===== config.mk =====
export PLATFORM = sky130hd
export DESIGN_NAME = shift_unpacker
export DESIGN_NICKNAME = d
export VERILOG_FILES = /design/src/rtl/shift_unpacker.sv
export SDC_FILE = /design/constraint.sdc
export NUM_CORES = 1
export LEC_CHECK = 0
export CAP_MARGIN = 20
export CORE_ASPECT_RATIO = 1.2
export CORE_UTILIZATION = 35
export CTS_CLUSTER_DIAMETER = 100
export DETAILED_ROUTE_END_ITERATION = 16
export HOLD_SLACK_MARGIN = 0.03
export PLACE_DENSITY = 0.59
export SLEW_MARGIN = 10
export SYNTH_ARGS = -nofsm -noshare
export SYNTH_HDL_FRONTEND = slang
export SYNTH_SLANG_ARGS = --single-unit

===== constraint.sdc =====
create_clock -name clk -period 2.5 [get_ports clk]
set_clock_uncertainty 0.05 [all_clocks]
set_input_delay 0.25 -clock clk [delete_from_list [all_inputs] [get_ports clk]]
set_output_delay 0.25 -clock clk [all_outputs]
set_load 0.03 [all_outputs]

===== src/rtl/shift_unpacker.sv =====
// Wide-to-narrow stream unpacker: loads buffer_SIZE words at once and emits them lowest slice first.
// Optional last_o framing output is enabled by defining SHIFT_UNPACK_LAST_EN.

module shift_unpacker #(
    parameter int unsigned buffer_SIZE  = 8,
    parameter int unsigned buffer_WIDTH = 32
) (
    input  logic                                clk,
    input  logic                                rst_n,
    input  logic [buffer_WIDTH*buffer_SIZE-1:0] data_i,
    input  logic                                valid_i,
    output logic                                ready_o,
    output logic [buffer_WIDTH-1:0]             data_o,
    output logic                                valid_o,
    input  logic                                ready_i
`ifdef SHIFT_UNPACK_LAST_EN
    ,
    output logic                                last_o
`endif
);

    localparam int unsigned VecW = buffer_WIDTH * buffer_SIZE;
    localparam int unsigned CntW = (buffer_SIZE > 1) ? $clog2(buffer_SIZE) : 1;
    localparam logic [CntW-1:0] CntLast = CntW'(buffer_SIZE - 1);

    typedef enum logic {
        StIdle = 1'b0,
        StBusy = 1'b1
    } state_e;

    state_e            state_q, state_d;
    logic [VecW-1:0]   sreg_q, sreg_d;
    logic [CntW-1:0]   cnt_q, cnt_d;

    logic              in_xfer;
    logic              out_xfer;
    logic              on_last;

    assign on_last  = (cnt_q == CntLast);
    assign in_xfer  = valid_i && ready_o;
    assign out_xfer = valid_o && ready_i;

    // State register
    always_ff @(posedge clk or negedge rst_n) begin
        if (!rst_n) begin
            state_q <= StIdle;
            sreg_q  <= '0;
            cnt_q   <= '0;
        end else begin
            state_q <= state_d;
            sreg_q  <= sreg_d;
            cnt_q   <= cnt_d;
        end
    end

    // Next-state logic
    always_comb begin
        state_d = state_q;
        sreg_d  = sreg_q;
        cnt_d   = cnt_q;
        unique case (state_q)
            StIdle: begin
                if (in_xfer) begin
                    sreg_d  = data_i;
                    cnt_d   = '0;
                    state_d = StBusy;
                end
            end
            StBusy: begin
                if (out_xfer) begin
                    if (!on_last) begin
                        sreg_d = sreg_q >> buffer_WIDTH;
                        cnt_d  = cnt_q + CntW'(1);
                    end else if (in_xfer) begin
                        // Final word leaves while the next vector arrives: no bubble.
                        sreg_d = data_i;
                        cnt_d  = '0;
                    end else begin
                        cnt_d   = '0;
                        state_d = StIdle;
                    end
                end
            end
            default: state_d = StIdle;
        endcase
    end

    // Outputs; ready_o depends combinationally on ready_i for zero-bubble streaming.
    always_comb begin
        valid_o = (state_q == StBusy);
        ready_o = (state_q == StIdle) || (on_last && ready_i);
        data_o  = sreg_q[buffer_WIDTH-1:0];
    end

`ifdef SHIFT_UNPACK_LAST_EN
    always_comb begin
        last_o = (state_q == StBusy) && on_last;
    end
`endif

endmodule


## Word-level counts from Yosys, hierarchy flattened

Cells that the tools add are included.

| storage, ports and cells | value |
|---|---|
| bits in registers | 260 |
| input port bits | 260 |
| output and inout port bits | 34 |
| word-level logic and storage cells | 25 |

| operators by class | value |
|---|---|
| add/subtract/negate cells | 1 |
| equality and inequality tests | 3 |
| muxes and demuxes | 12 |
| bitwise gates (word level) | 1 |
| reductions and logical operators | 5 |

Operator list:

| operator | number |
|---|---|
| 256-bit 2-to-1 mux | 3 |
| 256-bit one-hot mux with 2 select lines | 1 |
| 3-bit 2-to-1 mux | 3 |
| 3-bit one-hot mux with 2 select lines | 1 |
| 3-bit by 1-bit adder with 3-bit output, second input constant | 1 |
| 3-bit == test, second input constant | 1 |
| 1-bit logical AND | 3 |
| 1-bit 2-to-1 mux | 3 |
| 2-bit by 1-bit != test with 1-bit output, second input constant | 1 |
| 2-bit != test, second input constant | 1 |
| 1-bit one-hot mux with 2 select lines | 1 |
| 2-bit AND reduction | 1 |
| 1-bit logical OR | 1 |
| 1-bit NOT | 1 |

## Depth between registers and ports, before layout

| depth | value |
|---|---|
| depth after elaboration | 8 |
| depth in mapped cells | 9 |

## Worst setup path after synthesis

OpenSTA, ideal clock, no wires.

| timing path | value |
|---|---|
| path type | register to output |
| from | register cnt_q[0] |
| to | output port ready_o |
| arrival time | 1638 ps |
| required time | 2200 ps |
| setup slack | 562 ps |
| cell stages (with the launch flop) | 7 |
| path buffers | 2 |
| cell sequence | dfrtp_1 > ha_1 > ha_1 > buf_2 > nand2_1 > clkbuf_1 > nand2_1 |

| on the way | value |
|---|---|
| cells in the longest elaborated chain, start to end | 3 |

Ends and longest elaborated chain:

| element | RTL line | text |
|---|---|---|
| start, declared | 33 | `logic [CntW-1:0] cnt_q, cnt_d;` |
| start signal, assigned | 52 | `cnt_q <= cnt_d;` |
| 3-bit == test | 39 | `assign on_last = (cnt_q == CntLast);` |
| 1-bit logical AND | 91 | `ready_o = (state_q == StIdle) \|\| (on_last && ready_i);` |
| 1-bit logical OR | 91 |  |
| end, declared | 12 | `output logic ready_o,` |

No other way between the ends.

## Worst setup path in the final report

Ends and elaborated chain as after synthesis.

==> metrics.txt <==
CTS H-tree depth=1; CTS tree=yes; Worst R2R Start=cnt_q[0]; setup_tns=0 ns; die height=roughly 220 µm; crit path max fanout=17; layout cell share with drive strength beyond 1=0.07605; post-place setup slack=roughly 0.4 ns; starting density of the core=0.3560; CP Cell Sequence=ha_1 > ha_4 > nand2_2 > buf_12 > nand2_1 > buf_4; layout net count=between 1.5k and 2k; status=completed; largest net degree at the start of global routing=138; GRT Total Usage=0.2073; Synth Warn #=0; slowest stage cell on the critical path=dfrtp_1; fillers=3510; ANT nets after route=0; largest area contributor in the netlist=dfrtp_1; CP bufs+invs=2; port buffer count=293; initial antenna violation count=3; Worst Setup EP=ready_o; period utilisation layout=0.9515; clock-pin transition on the worst setup and hold timing paths=approximately 0.060 ns; Hold Crit Class=in -> reg; core footprint=0.03787 mm²; Mapped Avg Cell Area=between 10 and 15 µm²; Synth area leaders=dfrtp_1 (48%), and3b_1 (12%), o2bb2ai_1 (12%); Die Width=around 180 µm; Routed WL=slightly above 40000 µm; #FFs+latches synth=between 200 and 300; Slew @ Worst Pin=0.7134 ns; Layout area overhead=29.87%; drt via density=5.725; Syn Nets=1479; CTS Buf Count=29; unrepaired setup endpoints after global routing=no; CP arrival=2.08 ns; Synth top area share=0.4826; Fmax=approximately 0.42 GHz; die area=a little under 0.04 mm²; Worst R2R End=sreg_q[112]; critical path class=reg -> out; Yosys cell types=24; max incr delay on CP=0.41 ns; vias after detailed routing=10.82k; num rows=78; reg2reg path depth=6; setup ws final=0.1212 ns; FF-to-FF setup slack=around 0.38 ns; final period demand of the worst path=2.379 ns; Worst VDD drop=between 0.4 and 0.5 mV; Placed Instance Area=0.01648 mm²; total clock sinks=260; max-capacitance violation count=0; Syn Std Cell Area=0.01348 mm²; P per Cell Area=approximately 1100 mW/mm²; cell area after layout=0.01751 mm²; # DRC=0; Mapped Cells=1217; setup bufs post-CTS=0; crit path from=cnt_q[0]; Clock Latency Late Sink=0.55 ns; CTS max path bufs=3; hpwl dp=25940 µm; Initial DRC Count=approximately 1k; Worst setup EP type=output pin; IO Pins=294; required time worst endpoint=roughly 2.2 ns; Root Driver=clkbuf_16; final hold violations=0; WP depth=6; number of global-route vias before repair=11.01k; first-pass GRT wire length=about 65000 µm; P_leak=7.703 nW; GRT overflow=0; Slew Limit Fails=0; Max-slew headroom=0.5244; DRT Pass-1 Iters=7; setup violators final=0; sequential share of the synthesized area=0.4826; Crit path max-delay family=adder cells; routability cong.=approximately 0.77; critical path launch point type=flip-flop; post-DR wirelength/cell=21.88 µm; Hold Slack=0.1949 ns
## where the power goes
part / total (mW) / switching, mW / internal (mW)
logic: 7.36 / 3.82 / 3.54
registers: 6.80 / 0.974 / 5.83
clock network: 4.35 / 1.74 / 2.61
## placed cells by master, fill, tap and decap left out, drive strengths merged, types with 2 or more instances in the layout
| cell | instances |
|---|---|
| clkinv | 5 |
| ha | 2 |
| inv | 2 |
| a211o | 32 |
| a2bb2oi | 10 |
| clkbuf | 41 |
| o2bb2ai | 192 |
| a22o | 25 |
| clkinvlp | 2 |
| and3b | 192 |
| clkdlybuf4s50 | 290 |
| a21oi | 2 |
| diode | 2 |
| nand2 | 45 |
| a31oi | 192 |
| mux2 | 3 |
| bufinv | 3 |
| o211a | 32 |
| nor2 | 34 |
| dfrtp | 260 |
| buf | 38 |
## Yosys cell counts
master and number:
a21o_1 1, a211o_1 32, o2bb2ai_1 182, nor2b_1 1, buf_4 33, a21oi_2 2
ha_1 2, inv_2 1, dfrtp_1 260, a31oi_1 192, clkbuf_2 1, buf_6 19
a2bb2oi_1 10, nand2b_1 1, clkbuf_1 95, buf_2 43, and2_1 1, o2bb2ai_2 10
a22o_1 25, nand2_1 45, mux2_2 3, and3b_1 192, nor2_1 34, o211a_1 32
## layer usage
| layer | part of all wire | up-vias | track usage |
|---|---|---|---|
| li1 | - | 5069 | - |
| met1 | 0.47 | 5362 | 0.2998 |
| met2 | 0.46 | 330 | 0.3209 |
| met3 | 0.056 | 52 | 0.03497 |
| met4 | 0.019 | 2 | 0.05311 |
| met5 | 0.00029 | - | 0 |
## state kept, by name, summed over array words and instances (netlist names)
signal   count
cnt_q        3
sreg_q     256
valid_o      1
## logic make-up after synthesis
family / share of synthesized area
mux: 0.002506
compound gates: 0.2876
flops: 0.4826
simple gates: 0.1481
fa+ha+maj: 0.001856
buf+inv: 0.07731
## worst reg2reg max path: stages (launching register included)
cell and delay [ns]:
dfrtp_1 0.40, ha_1 0.21, ha_4 0.19, buf_4 0.54, and3b_1 0.34, a31oi_1 0.19
o2bb2ai_1 0.09
## area by class of cell
| cell class | count | area [µm²] | area share |
|---|---|---|---|
| diodes | 2 | 5.005 | 0.0002858 |
| clock buffers | 40 | 827.0 | 0.04723 |
| clock inverters | 11 | 142.6 | 0.008146 |
| inverters | 1 | 3.754 | 0.0002144 |
| multi-input cells | 765 | 5986 | 0.3419 |
| flip-flops and latches | 260 | 6510 | 0.3718 |
| well taps | 480 | 600.6 | 0.03430 |
| repair buffers | 330 | 3435 | 0.1962 |
## per-stage QoR
stage	total power, mW	utilization	instances
2_1_floorplan	12.08	-	1217
3_3_place_gp	14.06	0.4353	1834
3_5_place_dp	14.15	0.4353	1834
4_1_cts	18.65	0.4614	1886
5_1_grt	19.66	0.4623	1887
6_report	18.51	0.4624	1889
## worst min-delay path by stage
stage | endpoint | depth (start not counted) | slack, ns | from
after detailed placement | sreg_q[208] | 1 | 0.19 | rst_n
after global routing | sreg_q[250] | 3 | 0.20 | data_i[250]
after floorplan | cnt_q[0] | 0 | -0.1 | rst_n
final | sreg_q[250] | 3 | 0.19 | data_i[250]
after global placement | sreg_q[208] | 1 | 0.19 | rst_n
after CTS | sreg_q[250] | 3 | 0.16 | data_i[250]
## repair_timing
| action | 4_1_cts | 5_1_grt |
|---|---|---|
| cloned | 0 | 1 |
| hold endpoints to repair | 55 | 0 |
| hold buffers | 1 | 0 |
| resized for setup | 2 | 2 |
| endpoints found under the setup margin | 1 | 1 |
Power figures use the tool's default switching activity.
